<file path="config.mk">
export PLATFORM = sky130hd
export DESIGN_NAME = conv_kernel_loader
export DESIGN_NICKNAME = d
export VERILOG_FILES = /design/src/rtl/conv_kernel_loader.sv
export SDC_FILE = /design/constraint.sdc
export NUM_CORES = 1
export LEC_CHECK = 0
export BUFFER_PORTS_ARGS = -buffer_cell sky130_fd_sc_hd__buf_4
export CORE_UTILIZATION = 58
export CTS_CLUSTER_SIZE = 20
export DETAILED_ROUTE_END_ITERATION = 8
export GPL_TIMING_DRIVEN = 0
export PLACE_DENSITY = 0.85
export SETUP_SLACK_MARGIN = 0.02
export SLEW_MARGIN = 30
export SYNTH_ARGS = -nofsm -noshare
export SYNTH_HDL_FRONTEND = slang
export SYNTH_SLANG_ARGS = --single-unit
</file>
<file path="constraint.sdc">
create_clock -name clock -period 4.4 [get_ports clock]
set_clock_uncertainty 0.05 [all_clocks]
set_input_delay 0.88 -clock clock [delete_from_list [all_inputs] [get_ports clock]]
set_output_delay 0.88 -clock clock [all_outputs]
set_load 0.005 [all_outputs]
</file>
<file path="src/rtl/conv_kernel_loader.sv">
// ============================================================================
// Module   : conv_kernel_loader
// Purpose  : Streams kernel words into the conv weight RAM write port and
//            reports completion, word count and a running checksum.
// Revision : 1.0 - initial release
// ============================================================================
`default_nettype none

module conv_kernel_loader #(
  parameter int DATA_WIDTH = 16,
  parameter int ADDR_WIDTH = 6,
  parameter int DEPTH      = 64
) (
  input  logic                  clock,
  input  logic                  reset,
  input  logic                  start,
  input  logic [ADDR_WIDTH-1:0] base_addr,
  input  logic [ADDR_WIDTH:0]   length,
  input  logic [DATA_WIDTH-1:0] in_data,
  input  logic                  in_valid,
  output logic                  in_ready,
  output logic                  wr_en,
  output logic [ADDR_WIDTH-1:0] wr_addr,
  output logic [DATA_WIDTH-1:0] wr_data,
  output logic                  busy,
  output logic                  done,
  output logic                  error,
  output logic [ADDR_WIDTH:0]   words_written,
  output logic [DATA_WIDTH-1:0] checksum
);

  localparam logic [1:0] c_IDLE = 2'd0;
  localparam logic [1:0] c_LOAD = 2'd1;
  localparam logic [1:0] c_DONE = 2'd2;

  localparam logic [ADDR_WIDTH:0]   c_DEPTH    = (ADDR_WIDTH+1)'(DEPTH);
  localparam logic [ADDR_WIDTH:0]   c_CNT_ONE  = (ADDR_WIDTH+1)'(1);
  localparam logic [ADDR_WIDTH-1:0] c_ADDR_ONE = ADDR_WIDTH'(1);

  logic [1:0]            r_state;
  logic [1:0]            w_state_next;
  logic [ADDR_WIDTH:0]   r_len;
  logic [ADDR_WIDTH-1:0] r_addr;
  logic [ADDR_WIDTH:0]   r_words;
  logic [DATA_WIDTH-1:0] r_checksum;
  logic                  r_wr_en;
  logic [ADDR_WIDTH-1:0] r_wr_addr;
  logic [DATA_WIDTH-1:0] r_wr_data;
  logic                  r_error;

  logic w_len_ok;
  logic w_accept;
  logic w_reject;
  logic w_hs;
  logic w_last;

  assign w_len_ok = (length != '0) && (length <= c_DEPTH);
  assign w_accept = (r_state == c_IDLE) && start && w_len_ok;
  assign w_reject = (r_state == c_IDLE) && start && !w_len_ok;
  assign w_hs     = in_valid && in_ready;
  assign w_last   = (r_words == (r_len - c_CNT_ONE));

  // State register
  always_ff @(posedge clock or posedge reset) begin
    if (reset) begin
      r_state <= c_IDLE;
    end else begin
      r_state <= w_state_next;
    end
  end

  // Next-state logic
  always_comb begin
    w_state_next = r_state;
    case (r_state)
      c_IDLE: if (w_accept) w_state_next = c_LOAD;
      c_LOAD: if (w_hs && w_last) w_state_next = c_DONE;
      c_DONE: w_state_next = c_IDLE;
      default: w_state_next = c_IDLE;
    endcase
  end

  // State-decoded outputs; in_ready deliberately ignores in_valid
  always_comb begin
    in_ready = 1'b0;
    busy     = 1'b0;
    done     = 1'b0;
    case (r_state)
      c_LOAD: begin
        in_ready = 1'b1;
        busy     = 1'b1;
      end
      c_DONE: done = 1'b1;
      default: ;
    endcase
  end

  // Datapath: one-cycle registered write port and upload statistics
  always_ff @(posedge clock or posedge reset) begin
    if (reset) begin
      r_len      <= '0;
      r_addr     <= '0;
      r_words    <= '0;
      r_checksum <= '0;
      r_wr_en    <= 1'b0;
      r_wr_addr  <= '0;
      r_wr_data  <= '0;
      r_error    <= 1'b0;
    end else begin
      r_wr_en <= w_hs;
      r_error <= w_reject;
      if (w_accept) begin
        r_len      <= length;
        r_addr     <= base_addr;
        r_words    <= '0;
        r_checksum <= '0;
      end else if (w_hs) begin
        r_wr_addr  <= r_addr;
        r_wr_data  <= in_data;
        // Address wraps naturally because DEPTH is a power of two
        r_addr     <= r_addr + c_ADDR_ONE;
        r_words    <= r_words + c_CNT_ONE;
        r_checksum <= r_checksum + in_data;
      end
    end
  end

  assign wr_en         = r_wr_en;
  assign wr_addr       = r_wr_addr;
  assign wr_data       = r_wr_data;
  assign error         = r_error;
  assign words_written = r_words;
  assign checksum      = r_checksum;

endmodule

`default_nettype wire

</file>
==> results of run 1 <==
==> kinds of logic after synthesis <==
logic type               synth area share [%]
AND/OR/NAND/NOR                          22.6
AO/OA/AOI/OAI                            14.4
flip-flops                               46.2
XOR/XNOR                                 6.52
buffers and inverters                    2.98
adder cells (fa/ha/maj)                  7.30
==> worst reg2reg max path, stage by stage, from the launching register on <==
cell     delay [ns]
dfrtp_1        0.42
ha_1           0.24
inv_1          0.08
fa_1           0.19
nor2b_1        0.07
o31ai_1        0.37
a21oi_1        0.21
and3_1         0.27
a311o_1        0.36
xnor2_1        0.15
o21ai_1        0.07
==> cell type report <==
class | instances | area [um^2] | share of cell area, %
multi-input combinational | 296 | 1710 | 39.7
sequential | 62 | 1550 | 36.1
timing repair buffer | 83 | 643 | 15.0
clock buffer | 10 | 128 | 2.97
tap | 72 | 90.1 | 2.10
clock inverter | 5 | 75.1 | 1.75
buffer | 14 | 62.6 | 1.46
inverter | 10 | 40.0 | 0.932
==> registers in the layout, summed over array words and instances, names as in the netlist, 2 cells and up <==
signal / cells
checksum: 16
words_written: 7
wr_addr: 6
r_len: 7
r_state: 2
wr_data: 16
r_addr: 6
==> synthesized netlist by cell type, types with 2 or more instances <==
library cell,instances
nand2_1,113
dfrtp_1,62
nor2_1,25
o21ai_0,24
a21oi_1,18
ha_1,18
xor2_1,13
xnor2_1,12
inv_1,9
nand3_1,8
clkbuf_1,7
buf_2,5
nand4_1,5
o21ai_1,5
a21o_1,4
and3_1,4
nor2b_1,4
a22o_1,3
a31oi_1,3
nand2b_1,3
o211ai_1,3
o31ai_1,3
nor3_1,2
o311ai_0,2
==> power by group <==
| part | switching, uW | internal (uW) | total [uW] |
|---|---|---|---|
| registers | 210 | 817 | 1030 |
| clock network | 221 | 313 | 534 |
| logic | 740 | 703 | 1440 |
==> metal layers <==
metal | global-route usage [%] | vias to the layer above | part of all wire (%)
met5 | 0 | - | 0
met4 | 11.9 | 0 | 1.2
met3 | 8.26 | 10 | 6.3
met2 | 47.6 | 101 | 49
met1 | 36.5 | 1455 | 43
li1 | - | 1492 | -
==> through the flow <==
| stage | cells | util, % | instance area, um^2 | setup slack, ns | hold WS [ns] |
|---|---|---|---|---|---|
| finish | 552 | 77.6 | 4300 | 1.56 | 0.426 |
| global route | 552 | 77.6 | 4300 | 1.45 | 0.438 |
| CTS | 552 | 77.6 | 4300 | 1.60 | 0.428 |
| detailed placement | 537 | 73.9 | 4090 | 1.26 | 0.414 |
| global placement | 536 | 73.4 | 4060 | 1.18 | 0.409 |
| floorplan | 382 | - | 3360 | 1.67 | 0.399 |
==> worst paths after layout <==
path                             startpoint            to  depth (start not counted)
worst max-delay path             in_data[0]  checksum[14]                         11
worst max register to register  checksum[0]  checksum[14]                         10
worst min register to register  wr_data[10]   wr_data[10]                          2
worst min-delay path                  reset         wr_en                          2
min in group clock              wr_data[10]   wr_data[10]                          2
max in group asynchronous             reset  checksum[11]                          3
==> placed cells by master (no fill, tap or decap), types with 5 or more instances in the layout <==
master,synthesis,final
ha_1,18,18
o21ai_0,24,24
buf_2,5,5
nand3_1,8,8
buf_4,1,83
inv_1,9,8
nand2_1,113,113
nor2_1,25,25
xor2_1,13,13
nand4_1,5,5
dfrtp_1,62,62
xnor2_1,12,12
clkbuf_8,0,9
clkbuf_1,7,8
a21oi_1,18,18
o21ai_1,5,5
==> impl_metrics.ini, run 1 <==
[setup_path]
reg2reg_slack_ns = 1.79
crit_type = input port to flop
critPathMaxFanout = 3
crit_arrival_ns = 3.00
critPathMaxStageDelay_ns = 0.37
critPathSlowestCell = o31ai_1
path_cells = buf_4 > ha_1 > inv_1 > fa_1 > nor2b_1 > o31ai_1 > a21oi_1 > and3_1 > a311o_1 > xnor2_1 > o21ai_1
crit_required_ns = 4.56
crit_path_start_kind = input port
critPathBufInv = 2
cp_top_family = compound AO/OA/AOI/OAI gates
endpoint_kind = flop

[clock_tree]
clock_sinks = 62
clk_latency_ns = 0.34
cts_buffers = 9
cts-resized-gates = 0
cts_setup_buffers = 0
ctsRootBufferMaster = clkbuf_8
cts_tree = built
cts_buffer_depth = 2
cts.htree.levels = 3
cts_hold_buf = 0
clk_pin_slew_ns = 0.07

[route]
vias = 3058
drc = 0
drtIter0Drc = 188
drt-vias-per-instance = 5.54
routed_wl_um = 8210
detail_route.first_pass.iterations = 4
detail-route-antenna-nets = 0
wl_per_cell_um = 14.9

[floorplanning]
core_mm2 = 0.00554
die-height_um = 78.1
io_pins = 83
rows = 27
dieArea_mm2 = 0.00610
start_util_pct = 60.6
die_w_um = 78.1

[yosys]
yosysUniqueCellTypes = 51
synth_edf_count = 0
syn_area_per_cell_um2 = 8.79
ys_ff_latch = 62
netlist_instances = 382
yosys-top-cells-area = dfrtp_1 (46%), nand2_1 (13%), ha_1 (6.7%), o21ai_0 (3.6%), xor2_1 (3.4%)
synthesis.nets = 434
synth_ff_type = dfrtp_1
yosysWarnings = 0
synth_top_area_cell = dfrtp_1
synth_top_area_share_pct = 46.2
async_flop_share_pct = 100
syn_area_mm2 = 0.00336
synth_seq_area_share_pct = 46.2

[grt]
grt.total_usage_pct = 29.2
grt_pass1_vias = 3020
grt_antenna_before_repair = 0
grt_pass1_wl_um = 13700
grt_max_degree = 46
grt_overflow = 0

[run_status]
status = complete, no violations

[timing]
fmax_mhz = 352
period_minus_slack_ns = 2.84
setup_viol = 0
fin_setup_tns_ns = 0
drv_slew = 0
hold_viol_final = 0
tightest_slew_ns = 0.573
rsz0062_at_grt = false
post-route-period-util_pct = 64.5
relSlewSlack_pct = 61.8

[worst_hold_path]
hp-class = input port to asynchronous set/reset pin

[place]
hpwlAfterDp_um = 5930
gp_congestion = 0.887
port_buffers = 82

[layout]
layout-drive-gt1-share_pct = 23.3
fillerInstances = 400
n_antenna_cell = 0
area_delta_synth_final_pct = 27.9
nets = 528

[run]
cap_violations = 0

[pwr]
cellPowerDensity_mw_per_mm2 = 699
p_total_uw = 3000
peakVddDrop_mv = 0.419
p_leak_uw = 0.00218
Note: power is estimated with default switching activity, not from simulation.
==> run 2, diff against run 1 <==
--- a/config.mk
+++ b/config.mk
@@ -6,11 +6,11 @@
 export NUM_CORES = 1
 export LEC_CHECK = 0
 export BUFFER_PORTS_ARGS = -buffer_cell sky130_fd_sc_hd__buf_4
-export CORE_UTILIZATION = 58
+export CORE_UTILIZATION = 48
 export CTS_CLUSTER_SIZE = 20
 export DETAILED_ROUTE_END_ITERATION = 8
 export GPL_TIMING_DRIVEN = 0
-export PLACE_DENSITY = 0.85
+export PLACE_DENSITY = 0.75
 export SETUP_SLACK_MARGIN = 0.02
 export SLEW_MARGIN = 30
 export SYNTH_ARGS = -nofsm -noshare
==> constraint.sdc (replaced) <==
create_clock -name clock -period 2.3 [get_ports clock]
set_clock_uncertainty 0.05 [all_clocks]
set_input_delay 0.46 -clock clock [delete_from_list [all_inputs] [get_ports clock]]
set_output_delay 0.46 -clock clock [all_outputs]
set_load 0.005 [all_outputs]
==> impl_metrics.ini, run 2 (same netlist as run 1, synthesis figures left out) <==
[run_status]
status = complete, no violations

[timing]
setup_viol = 0
rsz0062_at_grt = true
drv_slew = 0
hold_slack_ns = 0.00807
fmax_mhz = 438
hold_viol_final = 0
relSlewSlack_pct = 63.3
finalWorstSetupSlack_ns = 0.0180
tightest_slew_ns = 0.550
post-route-period-util_pct = 99.2
period_minus_slack_ns = 2.28

[setup_path]
rr_endpoint = checksum[15]
critPathBufInv = 0
crit_type = flop to flop
crit_path_start_kind = flop
reg2reg_slack_ns = 0.02
startpoint = checksum[2]
rr_startpoint = checksum[2]
endpoint_kind = flop
r2r_cells = 8
path_cells = ha_2 > a211oi_2 > nor4b_2 > o21ai_2 > a21oi_1 > or4_4 > and2_4 > o211ai_2
critPathMaxFanout = 5
endpoint = checksum[15]
critPathSlowestCell = or4_4
critPathMaxStageDelay_ns = 0.49
worst-path-stages = 8
cp_top_family = simple AND/OR/NAND/NOR gates
crit_required_ns = 2.52
crit_arrival_ns = 2.51

[route]
routed_wl_um = 8210
drt-vias-per-instance = 5.16
drc = 0
vias = 2993
wl_per_cell_um = 14.2
drtIter0Drc = 111
detail_route.first_pass.iterations = 4
detail-route-antenna-nets = 0

[layout]
nets = 531
area_delta_synth_final_pct = 31.4
layout-drive-gt1-share_pct = 26.9
final_cell_mix = nand2_1 (113), buf_4 (86), dfrtp_1 (61)
layout_commonest_cell = nand2_1
n_antenna_cell = 0
fillerInstances = 579

[pwr]
p_leak_uw = 0.00219
peakVddDrop_mv = 0.645
cellPowerDensity_mw_per_mm2 = 1310
p_total_uw = 5770

[clock_tree]
cts_buffers = 9
clock_sinks = 62
cts_buffer_depth = 2
clk_pin_slew_ns = 0.07
clk_latency_ns = 0.35
cts.htree.levels = 3
cts_hold_buf = 0
ctsRootBufferMaster = clkbuf_8
cts_tree = built

[grt]
grt_pass1_vias = 2865
grt_max_degree = 42
grtUsageMet3_pct = 3.56
grt_use_met2_pct = 40.2
grt_antenna_before_repair = 0
grt_pass1_wl_um = 13400
met1_usage_pct = 30.2
grt.total_usage_pct = 23.6
busiest_layer = met2
grt_overflow = 0

[place]
port_buffers = 82
gp_congestion = 0.893
post-place-ws_ns = -0.324
hpwlAfterDp_um = 5990

[floorplanning]
die-height_um = 85.6
io_pins = 83
core_mm2 = 0.00679
rows = 30
die_w_um = 85.6
start_util_pct = 49.4
dieArea_mm2 = 0.00734

[worst_hold_path]
hp-class = input port to asynchronous set/reset pin

[run]
cap_violations = 0
[run 2: how the worst min path moves through the flow]
stage / end / cells after the start
2_1_floorplan: wr_addr[5] / 2
3_3_place_gp: wr_addr[3] / 2
3_5_place_dp: words_written[6] / 2
4_1_cts: r_len[6] / 2
5_1_grt: words_written[6] / 2
6_report: words_written[6] / 2
[run 2: area by class of cell]
cell class                 count  area (um^2)  area share [%]
buffer                        14         63.8            1.45
clock buffer                  13          169            3.83
clock inverter                 3         17.5           0.397
inverter                      10         40.0           0.907
multi-input combinational    296         1790            40.6
sequential                    62         1550            35.2
tap                           96          120            2.72
timing repair buffer          86          658            14.9
[run 2: power breakdown]
part / leakage [uW] / total, uW / switching [uW] / internal (uW)
clock network: 0.0000954 / 910 / 434 / 476
logic: 0.00131 / 2900 / 1450 / 1440
registers: 0.000782 / 1970 / 405 / 1560
total: 0.00219 / 5770 / 2290 / 3480
[run 2: through the flow]
stage / cells / setup TNS, ns / utilization (%) / instance area, um^2
finish: 580 / 0 / 65.0 / 4410
floorplan: 382 / 0 / - / 3360
global placement: 560 / -35.08 / 60.3 / 4100
global route: 580 / -0.119 / 65.0 / 4410
detailed placement: 561 / -1.46 / 60.7 / 4120
CTS: 579 / 0 / 64.4 / 4380
[run 2: repair_timing]
action / CTS / global route
pin swaps: 2 / 3
endpoints found under the setup margin: 4 / 24
hold endpoints to repair: 0 / 0
resized for setup: 10 / 8
buffers inserted: 2 / 1
[run 2: per-layer routing]
metal  part of all wire, %  up-vias
met5                     0        -
met4                   1.6        0
met3                   4.8       11
met2                    51       68
met1                    43     1416
li1                      -     1498
==> run 3, diff against run 2 <==
--- a/config.mk
+++ b/config.mk
@@ -10,7 +10,7 @@
 export CTS_CLUSTER_SIZE = 20
 export DETAILED_ROUTE_END_ITERATION = 8
 export GPL_TIMING_DRIVEN = 0
-export PLACE_DENSITY = 0.75
+export PLACE_DENSITY = 0.76
 export SETUP_SLACK_MARGIN = 0.02
 export SLEW_MARGIN = 30
 export SYNTH_ARGS = -nofsm -noshare
==> impl_metrics.ini, run 3 (same netlist as run 1, synthesis figures left out) <==
[setup_path]
crit_arrival_ns = 2.42
r2r_cells = 10
critPathSlowestCell = dfrtp_1
crit_required_ns = 2.47
critPathMaxStageDelay_ns = 0.40
crit_path_start_kind = flop
startpoint = checksum[0]
endpoint_kind = flop
path_cells = ha_4 > inv_1 > fa_2 > nor2b_4 > o31ai_4 > a21oi_2 > and3_4 > a21oi_1 > o211ai_1 > a31oi_1
critPathMaxFanout = 3
rr_startpoint = checksum[0]
crit_type = flop to flop

[floorplanning]
rows = 30
dieArea_mm2 = 0.00734
die_w_um = 85.6
start_util_pct = 49.4
die-height_um = 85.6
io_pins = 83
core_mm2 = 0.00679

[route]
drc = 1
routed_wl_um = 8330
wl_per_cell_um = 14.3
drtIter0Drc = 181
vias = 3093
detail_route.first_pass.iterations = 7
drt-vias-per-instance = 5.30
detail-route-antenna-nets = 0

[clock_tree]
clk_latency_ns = 0.35
cts_buffers = 9
cts_tree = built
cts_buffer_depth = 2
clock_sinks = 62
clk_pin_slew_ns = 0.07
cts_hold_buf = 0
cts.htree.levels = 3
ctsRootBufferMaster = clkbuf_8

[grt]
grt_overflow = 0
grt_pass1_vias = 2879
grt_antenna_before_repair = 0
grt.total_usage_pct = 23.5
grt_max_degree = 36
grt_pass1_wl_um = 13400

[run_status]
status = finished, violations left
violations = design-rule violations

[place]
post-place-ws_ns = -0.314
port_buffers = 82
hpwlAfterDp_um = 5960
placed_cells = 561
gp_congestion = 0.884

[timing]
fin_setup_tns_ns = 0
post-route-period-util_pct = 97.6
relSlewSlack_pct = 61.5
hold_viol_final = 0
drv_slew = 0
fmax_mhz = 446
setup_viol = 0
finalWorstSetupSlack_ns = 0.0563
hold_slack_ns = 0.0415
rsz0062_at_grt = true
tightest_slew_ns = 0.577
period_minus_slack_ns = 2.24

[layout]
nets = 536
n_antenna_cell = 0
fin_util_pct = 66.1
layout_commonest_cell = nand2_1
final_cell_mix = nand2_1 (113), buf_4 (92), dfrtp_1 (62)
area_delta_synth_final_pct = 33.7
stdcell_count = 584
layout-drive-gt1-share_pct = 28.9

[pwr]
p_leak_uw = 0.00221
cellPowerDensity_mw_per_mm2 = 1310
peakVddDrop_mv = 0.720

[worst_hold_path]
hp-class = input port to asynchronous set/reset pin

[run]
cap_violations = 0
[run 3: cell count changes in the layout (fill, tap and decap cells not counted), sizes merged]
cell      before  now
buf           93   99
clkinv         2    0
clkbuf        20   19
clkinvlp       1    2
[run 3: through the flow]
| step | instance area, um^2 | total power, uW |
|---|---|---|
| 6_report | 4490 | 5900 |
| 5_1_grt | 4490 | 6360 |
| 4_1_cts | 4380 | 5740 |
| 3_5_place_dp | 4120 | 4710 |
| 3_3_place_gp | 4100 | 4590 |
| 2_1_floorplan | 3360 | 3620 |
[run 3: power breakdown]
part | internal, uW | leakage [uW] | switching [uW]
clock network | 503 | 0.0000938 | 425
logic | 1510 | 0.00134 | 1490
registers | 1560 | 0.000783 | 404
total | 3580 | 0.00221 | 2320
[run 3: path summary, 6_finish.rpt]
kind | endpoint | slack (ns)
setup / recovery | checksum[12] | 0.06
hold / removal | wr_data[13] | 0.04
setup reg to reg | checksum[12] | 0.06
hold reg to reg | wr_data[15] | 0.43
max in group asynchronous | checksum[2] | 1.66
min in group clock | r_len[3] | 0.26
[run 3: area by class of cell]
| class | count | area [um^2] |
|---|---|---|
| Sequential cell | 62 | 1550 |
| Inverter | 10 | 40.0 |
| Multi-Input combinational cell | 296 | 1820 |
| Fill cell | 580 | 2300 |
| Clock buffer | 13 | 179 |
| Clock inverter | 2 | 15.0 |
| Timing Repair Buffer | 92 | 703 |
| Tap cell | 96 | 120 |
| Buffer | 13 | 60.1 |
[run 3: worst max-delay path, delay by kind of cell, from the launching register on]
family	cells	cell delay [ns]
and+or+nand+nor	2	0.38
adders and majority gates	2	0.56
AOI/OAI and AO/OA	5	0.69
DFF	1	0.40
buffers and inverters	1	0.06
[run 3: metal layers]
layer,global-route usage [%],part of all wire (%),vias up
met5,0,0,-
met4,11.8,2.8,0
met3,4.14,4.3,22
met2,38.6,49,90
met1,29.9,44,1478
li1,-,-,1503
[run 3: what timing repair did]
item | in CTS | in global routing
pin swaps | 3 | 8
buffers inserted | 4 | 5
setup endpoints to repair | 5 | 24
gates resized for setup | 6 | 17
